$ cat src/rtl/cpu_pkg.sv
// Shared core definitions: instruction kinds seen at decode, forward-select
// codes and default pipeline geometry.
package cpu_pkg;

    // Instruction class as presented by the decoder. KIND_RSVD behaves as ALU.
    typedef enum logic [1:0] {
        KIND_ALU  = 2'd0,
        KIND_LOAD = 2'd1,
        KIND_MDU  = 2'd2,
        KIND_RSVD = 2'd3
    } kind_e;

    // Forward-select code meaning "take the operand from the register file".
    localparam int FWD_RF = 0;

    // First stage at which load data is available for forwarding.
    localparam int LOAD_READY_STG = 2;

    // Default geometry: EX/MEM/WB tracked, 32 architectural registers.
    localparam int NFWD_DEF   = 3;
    localparam int REG_AW_DEF = 5;

endpackage

$ cat src/rtl/hz_operand_sel.sv
// Per-operand forwarding selector: finds the youngest in-flight producer of
// one source register and either forwards from it or requests a stall.
module hz_operand_sel
    import cpu_pkg::*;
#(
    parameter int NFWD   = NFWD_DEF,
    parameter int REG_AW = REG_AW_DEF,
    parameter int FW     = $clog2(NFWD + 1)
) (
    input  logic [REG_AW-1:0]           src_i,
    input  logic                        src_used_i,
    input  logic [NFWD:1]               ent_vld_i,
    input  logic [NFWD:1][REG_AW-1:0]   ent_dst_i,
    input  logic [NFWD:1]               ent_ld_i,
    output logic [FW-1:0]               fwd_sel_o,
    output logic                        stall_o
);

    logic found;

    // Scan from the youngest stage; the first match decides, older ones are ignored.
    always_comb begin
        fwd_sel_o = FW'(FWD_RF);
        stall_o   = 1'b0;
        found     = 1'b0;
        for (int k = 1; k <= NFWD; k++) begin
            if (!found && src_used_i && ent_vld_i[k] &&
                (src_i != '0) && (ent_dst_i[k] == src_i)) begin
                found = 1'b1;
                if (ent_ld_i[k] && (k < LOAD_READY_STG)) begin
                    stall_o = 1'b1;
                end else begin
                    fwd_sel_o = FW'(k);
                end
            end
        end
    end

endmodule

$ cat src/rtl/id_hazard_scoreboard.sv
// Decode-stage hazard/forwarding controller. Keeps a shadow copy of the
// destination registers in flight in EX..WB, picks forwarding sources per
// operand, detects load-use and MUL/DIV hazards and tracks the MUL/DIV unit.
module id_hazard_scoreboard
    import cpu_pkg::*;
#(
    parameter int NSRC    = 2,
    parameter int NFWD    = NFWD_DEF,
    parameter int REG_AW  = REG_AW_DEF,
    parameter int MDU_LAT = 8,
    parameter int FW      = $clog2(NFWD + 1)
) (
    input  logic                     clk,
    input  logic                     rst,
    input  logic                     id_valid,
    input  logic [NSRC*REG_AW-1:0]   id_src,
    input  logic [NSRC-1:0]          id_src_used,
    input  logic [REG_AW-1:0]        id_dst,
    input  logic                     id_wr,
    input  logic [1:0]               id_kind,
    input  logic                     pipe_hold,
    input  logic                     flush,
    output logic [NSRC*FW-1:0]       fwd_sel,
    output logic                     stall,
    output logic                     issue,
    output logic                     mdu_busy
);

    localparam int CW = $clog2(MDU_LAT + 1);

    // Shadow pipe, entry k mirrors the instruction in stage k.
    logic [NFWD:1]               vld_q, vld_d;
    logic [NFWD:1][REG_AW-1:0]   dst_q, dst_d;
    logic [NFWD:1]               ld_q,  ld_d;

    // MUL/DIV tracking.
    logic [CW-1:0]               cnt_q, cnt_d;
    logic [REG_AW-1:0]           mdu_dst_q, mdu_dst_d;

    logic [NSRC-1:0]             op_stall;
    logic                        mdu_src_hit;
    logic                        mdu_stall;

    assign mdu_busy = (cnt_q != '0);

    // One selector per source operand.
    for (genvar i = 0; i < NSRC; i++) begin : g_op
        hz_operand_sel #(
            .NFWD   (NFWD),
            .REG_AW (REG_AW),
            .FW     (FW)
        ) u_sel (
            .src_i      (id_src[i*REG_AW +: REG_AW]),
            .src_used_i (id_src_used[i]),
            .ent_vld_i  (vld_q),
            .ent_dst_i  (dst_q),
            .ent_ld_i   (ld_q),
            .fwd_sel_o  (fwd_sel[i*FW +: FW]),
            .stall_o    (op_stall[i])
        );
    end

    // Combine operand stalls with MUL/DIV RAW, structural and WAW hazards.
    always_comb begin
        mdu_src_hit = 1'b0;
        for (int i = 0; i < NSRC; i++) begin
            if (id_src_used[i] && (mdu_dst_q != '0) &&
                (id_src[i*REG_AW +: REG_AW] == mdu_dst_q)) begin
                mdu_src_hit = 1'b1;
            end
        end
        mdu_stall = mdu_busy &&
                    (mdu_src_hit ||
                     (id_kind == KIND_MDU) ||
                     (id_wr && (mdu_dst_q != '0) && (id_dst == mdu_dst_q)));
        stall = id_valid && ((|op_stall) || mdu_stall);
        issue = id_valid && !stall && !pipe_hold && !flush && !rst;
    end

    // Next state: shift the shadow pipe unless frozen; MUL/DIV never becomes
    // a forwarding producer, so it enters as an invalid slot.
    always_comb begin
        vld_d     = vld_q;
        dst_d     = dst_q;
        ld_d      = ld_q;
        cnt_d     = cnt_q;
        mdu_dst_d = mdu_dst_q;
        if (!pipe_hold) begin
            for (int k = NFWD; k >= 2; k--) begin
                vld_d[k] = vld_q[k-1];
                dst_d[k] = dst_q[k-1];
                ld_d[k]  = ld_q[k-1];
            end
            vld_d[1] = issue && (id_kind != KIND_MDU);
            dst_d[1] = (issue && id_wr) ? id_dst : '0;
            ld_d[1]  = issue && (id_kind == KIND_LOAD);
        end
        // The busy counter runs regardless of pipe_hold.
        if (issue && (id_kind == KIND_MDU)) begin
            cnt_d     = CW'(MDU_LAT);
            mdu_dst_d = id_dst;
        end else if (cnt_q != '0) begin
            cnt_d = cnt_q - CW'(1);
        end
    end

    // State registers with asynchronous clear.
    always_ff @(posedge clk or posedge rst) begin
        if (rst) begin
            vld_q     <= '0;
            dst_q     <= '0;
            ld_q      <= '0;
            cnt_q     <= '0;
            mdu_dst_q <= '0;
        end else begin
            vld_q     <= vld_d;
            dst_q     <= dst_d;
            ld_q      <= ld_d;
            cnt_q     <= cnt_d;
            mdu_dst_q <= mdu_dst_d;
        end
    end

endmodule
$ cat config.mk
export PLATFORM = sky130hd
export DESIGN_NAME = id_hazard_scoreboard
export DESIGN_NICKNAME = d
export VERILOG_FILES = /design/src/rtl/cpu_pkg.sv /design/src/rtl/hz_operand_sel.sv /design/src/rtl/id_hazard_scoreboard.sv
export SDC_FILE = /design/constraint.sdc
export NUM_CORES = 1
export LEC_CHECK = 0
export CORE_ASPECT_RATIO = 0.9
export CORE_MARGIN = 8
export CORE_UTILIZATION = 51
export CTS_CLUSTER_SIZE = 16
export DETAILED_ROUTE_END_ITERATION = 12
export PLACE_DENSITY_LB_ADDON = 0.1
export SETUP_SLACK_MARGIN = 0.3
export SLEW_MARGIN = 20
export SYNTH_ARGS = -nofsm -noshare
export SYNTH_HDL_FRONTEND = slang
export SYNTH_SLANG_ARGS = --single-unit
$ cat constraint.sdc
create_clock -name clk -period 6 [get_ports clk]
set_input_delay 0.9 -clock clk [delete_from_list [all_inputs] [get_ports clk]]
set_output_delay 0.9 -clock clk [all_outputs]
set_load 0.02 [all_outputs]
==> results of run 1 <==
power by group through the flow:
stage	Sequential [mW]	Combinational, mW	Clock (mW)
2_1_floorplan	0.238	0.161	0
5_1_grt	0.256	0.218	0.164
3_5_place_dp	0.256	0.196	0
6_report	0.253	0.196	0.152
3_3_place_gp	0.254	0.188	0
4_1_cts	0.252	0.197	0.154
per-layer routing:
metal | vias to the layer above | wire, um | global-route usage, %
li1 | 779 | - | -
met1 | 814 | 2255 | 20.56
met2 | 78 | 2397 | 24.90
met3 | 9 | 412 | 4.224
met4 | 0 | 70 | 5.000
met5 | - | 0 | 0
placed cells by master (no fill, tap or decap), types with 3 or more instances in the layout:
| cell | Yosys | routed |
|---|---|---|
| nand4b_1 | 5 | 5 |
| xnor2_1 | 27 | 27 |
| mux2_2 | 12 | 12 |
| dfrtp_1 | 28 | 28 |
| clkbuf_8 | 2 | 3 |
| o31a_1 | 3 | 3 |
| clkdlybuf4s50_1 | 0 | 31 |
| nor3_1 | 4 | 4 |
| inv_1 | 10 | 9 |
| buf_4 | 2 | 3 |
| nand4_1 | 5 | 5 |
| nor4_1 | 5 | 5 |
| and3_2 | 4 | 4 |
| nand2_1 | 16 | 16 |
| nand3_1 | 6 | 6 |
| o22ai_2 | 5 | 5 |
| nor2_1 | 3 | 3 |
| o31ai_1 | 6 | 6 |
| xor2_1 | 18 | 18 |
| and3_1 | 3 | 3 |
worst min-delay path by stage:
stage / slack, ns / endpoint / cells past startpoint
3_3_place_gp: 0.48 / cnt_q[2] / 1
2_1_floorplan: 0.46 / cnt_q[2] / 1
5_1_grt: 0.53 / cnt_q[2] / 1
3_5_place_dp: 0.51 / cnt_q[2] / 1
4_1_cts: 0.52 / cnt_q[2] / 1
6_report: 0.52 / cnt_q[2] / 1
state kept, by name, summed over array words and instances (netlist names):
name / cells
cnt_q: 4
ld_q: 1
dst_q: 15
vld_q: 3
mdu_dst_q: 5
area by class of cell:
type,count,area [um2]
fillers,341,1599
multi-input cells,154,1217
flip-flops and latches,28,700.7
repair buffers,34,332.8
well taps,48,60.06
clock buffers,3,41.29
inverters,10,37.54
clock inverters,1,30.03
logic make-up (layout without fill, tap and decap cells):
| kind of cell | count (synthesis) | after routing | synth area share [%] |
|---|---|---|---|
| mux | 13 | 13 | 6.888 |
| compound gates | 26 | 26 | 10.99 |
| buf+inv | 31 | 48 | 8.967 |
| flops | 28 | 28 | 33.25 |
| xor+xnor | 46 | 46 | 19.48 |
| simple gates | 68 | 68 | 19.83 |
| fa+ha+maj | 1 | 1 | 0.5937 |
worst max-delay path: stages:
cell,delay (ns)
clkdlybuf4s50_1,0.57
xor2_1,0.21
or4_4,0.56
or3_1,0.46
nand2_4,0.20
o21a_1,0.13
clkdlybuf4s50_1,0.60
==> metrics.csv, run 1 <==
stage;metric;value;unit
place;io_buffers;31;
final_layout;layout.cells.non_filler;278;
place;inst_count_dp;274;
power_and_ir_drop;swShare;31.99;%
clocking;ctsLongestPathBuffers;2;
setup_path;crit_path_arrival_time;3.64;ns
power_and_ir_drop;sw_power;192.1;uW
die;io-pin-count;32;
route;final_antenna_net_count;0;
global_route;antenna_violations_before_repair;0;
die;fp.dieArea;6447;um2
global_route;first_global_vias;1665;
clocking;cts_post_setup_buffers_inserted;0;
hold_path;min_path_type;reg2reg;
timing;report.final.hold_viol_count;0;
timing;timing_max_transition_violations_final;0;
route;total_vias_in_the_final_route;1680;
synthesis;ys_async_sr_fraction;100.0;%
timing;worst_slack_on_hold_paths;0.5196;ns
power_and_ir_drop;pwr-share-seq;42.1;%
timing;finalClockSkew;0.004506;ns
clocking;cts_buffers;3;
timing;finalCriticalPeriod;4.537;ns
clocking;cts_hold_buf;0;
timing;max-slew-margin-rel;49.83;%
timing;final_min_period_over_clock_period;75.62;%
clocking;cts.clk_slew.worst_paths;0.10;ns
synthesis;ys_seq_area_share;33.25;%
setup_path;r2r_setup_slack;3.70;ns
synthesis;post_synth_num_cell_types;50;
final_layout;synthToLayoutAreaGrowth;14.85;%
power_and_ir_drop;post-layout-total-power;600.6;uW
setup_path;worst-endpoint-required;5.10;ns
synthesis;most_common_cell_in_the_synthesized_netlist;dfrtp_1;
synthesis;synthDominantCellAreaShare;33.25;%
route;drtPass1Iterations;4;
timing;setup_viol;0;
die;die_w;83.75;um
global_route;grt_overflow;0;
synthesis;synth_largest_area_cell;dfrtp_1;
hold_path;hp-start;cnt_q[2];
synthesis;synthesis.instances;213;
setup_path;cp-start-kind;primary input;
power_and_ir_drop;power.density;248.2;nW/um2
setup_path;endpoint;stall;
synthesis;syn-mean-instance-area;9.892;um2
synthesis;synth_top_cells_by_area;dfrtp_1 33%, xnor2_1 11%, xor2_1 7.5%, mux2_2 6.4%, o22ai_2 3.0%;
setup_path;ff2ff_path_depth;7;
timing;rsz0062_at_grt;false;
synthesis;yosys_register_bits;28;
clocking;cts_repair_resize_count;0;
global_route;grt_start_max_net_pins;29;
route;detail_route.wirelength;5135;um
route;detail_route.vias_per_cell;6.043;
route;wire_per_inst;18.47;um
place;place_area;2349;um2
timing;setup_tns;0;ns
synthesis;syn-num-nets;239;
setup_path;cp-startpoint;id_src[1];
clocking;h-tree-depth;1;
place;place_ws;1.504;ns
synthesis;synth.cells.most_frequent;28 x dfrtp_1, 27 x xnor2_1, 18 x xor2_1;
clocking;clock_sinks;28;
outcome;run_status;complete, no violations;
setup_path;endpoint_kind;output port;
die;die_height;76.98;um
final_layout;insertedDiodeCount;0;
synthesis;total_standard_cell_area_after_synthesis;2107;um2
global_route;total_routing_usage_reported_by_global_routing;15.86;%
place;hpwlAfterDp;4004;um
global_route;grt_pass1_wl;8535;um
final_layout;post_route_cells_drive_above_1_share;16.96;%
synthesis;synth-edff-count;0;
power_and_ir_drop;clock_power_share;25.3;%
timing;timing.final.ws_setup;1.463;ns
route;detail_route.drc_violations;0;
timing;max_slew.worst_pin.slew;0.7509;ns
clocking;tritoncts_clock_tree;built;
die;initial_core_util;52.43;%
die;rows;22;
die;core_box_area;4019;um2
synthesis;ys.flop_type;dfrtp_1;
flow_run;timing.max_cap.violations;0;
power_and_ir_drop;share_comb_of_total_power;32.6;%
power_and_ir_drop;p_leak;0.9847;nW
route;drtIter0Drc;162;
clocking;ctsRootBufferMaster;clkbuf_8;
place;routability_cong;0.8721;
setup_path;critical_path.reg2reg.endpoint;ld_q[1];
setup_path;worstPathMaxFanout;12;
power_and_ir_drop;vdd_ir_drop_max;0.0001219;V
setup_path;critical_r2r_launch;cnt_q[0];
clocking;insertion_delay;0.28;ns
timing;fmax_achieved;0.2204;GHz
power_and_ir_drop;p_int;408.4;uW
setup_path;setup.worst_path.class;in2out;
synthesis;yosysWarningCount;0;
final_layout;final_design_area_no_fill;2420;um2
final_layout;finish.utilization;60.21;%
final_layout;nets;257;
(Power assumes the default switching activity.)
==> run 2, diff against run 1 <==
==> constraint.sdc (replaced) <==
create_clock -name clk -period 4.7 [get_ports clk]
set_input_delay 0.705 -clock clk [delete_from_list [all_inputs] [get_ports clk]]
set_output_delay 0.705 -clock clk [all_outputs]
set_load 0.02 [all_outputs]
==> metrics.csv, run 2 (synthesis gave the netlist of run 1 again) <==
stage;metric;value;unit;change
final_layout;largest_register;dst_q;;unchanged
place;routability_cong;0.8938;;was 0.8721
global_route;grt_pass1_wl;8818;um;was 8535 um
hold_path;hp-start;cnt_q[2];;unchanged
die;die_w;83.75;um;unchanged
setup_path;r2r_setup_slack;2.54;ns;was 3.70 ns
setup_path;crit_path_arrival_time;3.45;ns;was 3.64 ns
final_layout;most_frequent_cells_in_the_layout;31 x clkdlybuf4s50_1, 28 x dfrtp_1, 27 x xnor2_1;;unchanged
flow_run;timing.max_cap.violations;0;;unchanged
place;io_buffers;31;;unchanged
final_layout;seqCellArea;700.7;um2;unchanged
global_route;total_routing_usage_reported_by_global_routing;16.29;%;was 15.86%
clocking;insertion_delay;0.28;ns;about the same
setup_path;timing.critical_path.mode_cell;clkdlybuf4s50_1;;unchanged
hold_path;timing.hold.worst_path_depth;1;;unchanged
final_layout;post_route_cells_drive_above_1_share;17.67;%;was 16.96%
setup_path;setup.worst_path.class;in2out;;unchanged
setup_path;slowest_delay;0.60;ns;about the same
timing;final_min_period_over_clock_period;88.38;%;
place;place_area;2364;um2;was 2349 um2
setup_path;worstPathMaxFanout;12;;unchanged
global_route;antenna_violations_before_repair;0;;unchanged
die;die_height;76.98;um;unchanged
setup_path;critical_r2r_launch;dst_q[1];;was cnt_q[0]
route;final_antenna_net_count;0;;unchanged
final_layout;synthToLayoutAreaGrowth;15.56;%;was 14.85%
timing;max_slew.worst_pin.slew;0.6181;ns;was 0.7509 ns
power_and_ir_drop;p_leak;0.9951;nW;was 0.9847 nW
clocking;cts_repair_resize_count;0;;unchanged
clocking;cts_buffers;3;;unchanged
clocking;ctsRootBufferMaster;clkbuf_8;;unchanged
final_layout;multi_input_comb_area;1217;um2;unchanged
final_layout;insertedDiodeCount;0;;unchanged
place;hpwlAfterDp;3992;um;was 4004 um
setup_path;crit_path_cell_trace;clkdlybuf4s50_1 -> xor2_1 -> or4_4 -> or3_1 -> nand2_4 -> o21a_1 -> clkdlybuf4s50_1;;unchanged
route;total_vias_in_the_final_route;1653;;was 1680
clocking;cts_post_setup_buffers_inserted;0;;unchanged
die;rows;22;;unchanged
die;initial_core_util;52.43;%;unchanged
setup_path;cp-startpoint;id_src[1];;unchanged
clocking;h-tree-depth;1;;unchanged
setup_path;cp-start-kind;primary input;;unchanged
timing;timing_max_transition_violations_final;0;;unchanged
final_layout;reg.largest.list;dst_q: 15 flops, mdu_dst_q: 5 flops, cnt_q: 4 flops;;unchanged
timing;report.final.hold_viol_count;0;;unchanged
timing;finalClockSkew;0.009666;ns;was 0.004506 ns
route;drtPass1Iterations;4;;unchanged
clocking;cts.clk_slew.worst_paths;0.09;ns;was 0.10 ns
setup_path;timing.critical_path.slowest_stage_cell;clkdlybuf4s50_1;;unchanged
die;core_box_area;4019;um2;unchanged
clocking;tritoncts_clock_tree;built;;unchanged
global_route;grt_overflow;0;;unchanged
die;io-pin-count;32;;unchanged
final_layout;fillers;348;;was 341
setup_path;endpoint_kind;output port;;unchanged
outcome;run_status;complete, no violations;;unchanged
route;detail_route.drc_violations;0;;unchanged
setup_path;timing.critical_path.buf_inv;2;;unchanged
setup_path;critical_path.reg2reg.endpoint;mdu_dst_q[3];;was ld_q[1]
hold_path;min_path_type;reg2reg;;unchanged
clocking;cts_hold_buf;0;;unchanged
timing;setup_viol;0;;unchanged
clocking;clock_sinks;28;;unchanged
route;drtIter0Drc;91;;was 162
final_layout;final_design_area_no_fill;2435;um2;was 2420 um2
hold_path;min_to;cnt_q[2];;unchanged
timing;max-slew-margin-rel;58.73;%;was 49.83%
final_layout;largest_register_ffs;15;;unchanged
power_and_ir_drop;vdd_ir_drop_max;0.0001869;V;was 0.0001219 V
route;detail_route.vias_per_cell;5.904;;was 6.043
route;wire_per_inst;18.64;um;was 18.47 um
setup_path;worst-endpoint-required;3.99;ns;was 5.10 ns
global_route;grt_start_max_net_pins;29;;unchanged
timing;rsz0062_at_grt;false;;unchanged
route;detail_route.wirelength;5218;um;was 5135 um
clocking;ctsLongestPathBuffers;2;;unchanged
die;fp.dieArea;6447;um2;unchanged
final_layout;commonest_non_fill_non_tap_cell_in_the_layout;clkdlybuf4s50_1;;unchanged
timing;fmax_achieved;0.2407;GHz;
timing;finalCriticalPeriod;4.154;ns;
setup_path;cp_top_delay_family;simple AND/OR/NAND/NOR gates;;unchanged
power_and_ir_drop;power.density;317.7;nW/um2;was 248.2 nW/um2
final_layout;nets;259;;was 257
setup_path;ff2ff_path_depth;5;;was 7
timing;setup_tns;0;ns;unchanged
global_route;first_global_vias;1694;;was 1665
[run 2: worst max-delay path by stage]
stage          endpoint  slack, ns  cells past startpoint
6_report          stall       0.55                      7
3_3_place_gp      stall       0.61                      7
3_5_place_dp      stall       0.57                      7
2_1_floorplan     issue       1.52                      8
4_1_cts           stall       0.54                      7
5_1_grt           stall       0.42                      7
[run 2: through the flow]
stage	util, %	hold WS [ns]	std cells	worst slack [ns]	total power [mW]
6_report	60.59	0.5146	280	0.5463	0.7736
5_1_grt	60.59	0.5372	280	0.4200	0.8144
4_1_cts	60.59	0.5160	280	0.5381	0.7773
3_5_place_dp	58.81	0.5020	276	0.5743	0.5832
3_3_place_gp	58.81	0.4825	276	0.6123	0.5736
2_1_floorplan	-	0.4648	213	1.519	0.5090
[run 2: routing by layer]
layer	global-route usage [%]	wire, um
met4	3.448	88
met5	0	0
met2	24.98	2413
met1	22.29	2368
met3	4.224	348
[run 2: report_power, final]
group          switching, mW  internal (mW)
Sequential            0.0494          0.274
Combinational          0.118          0.138
Clock                 0.0800          0.114
Total                  0.248          0.526
[run 2: final cells by class]
type | count | area share, %
Clock buffer | 3 | 1.696
Clock inverter | 1 | 1.233
Inverter | 10 | 1.542
Multi-Input combinational cell | 154 | 50.00
Sequential cell | 28 | 28.78
Tap cell | 48 | 2.467
Timing Repair Buffer | 36 | 14.29
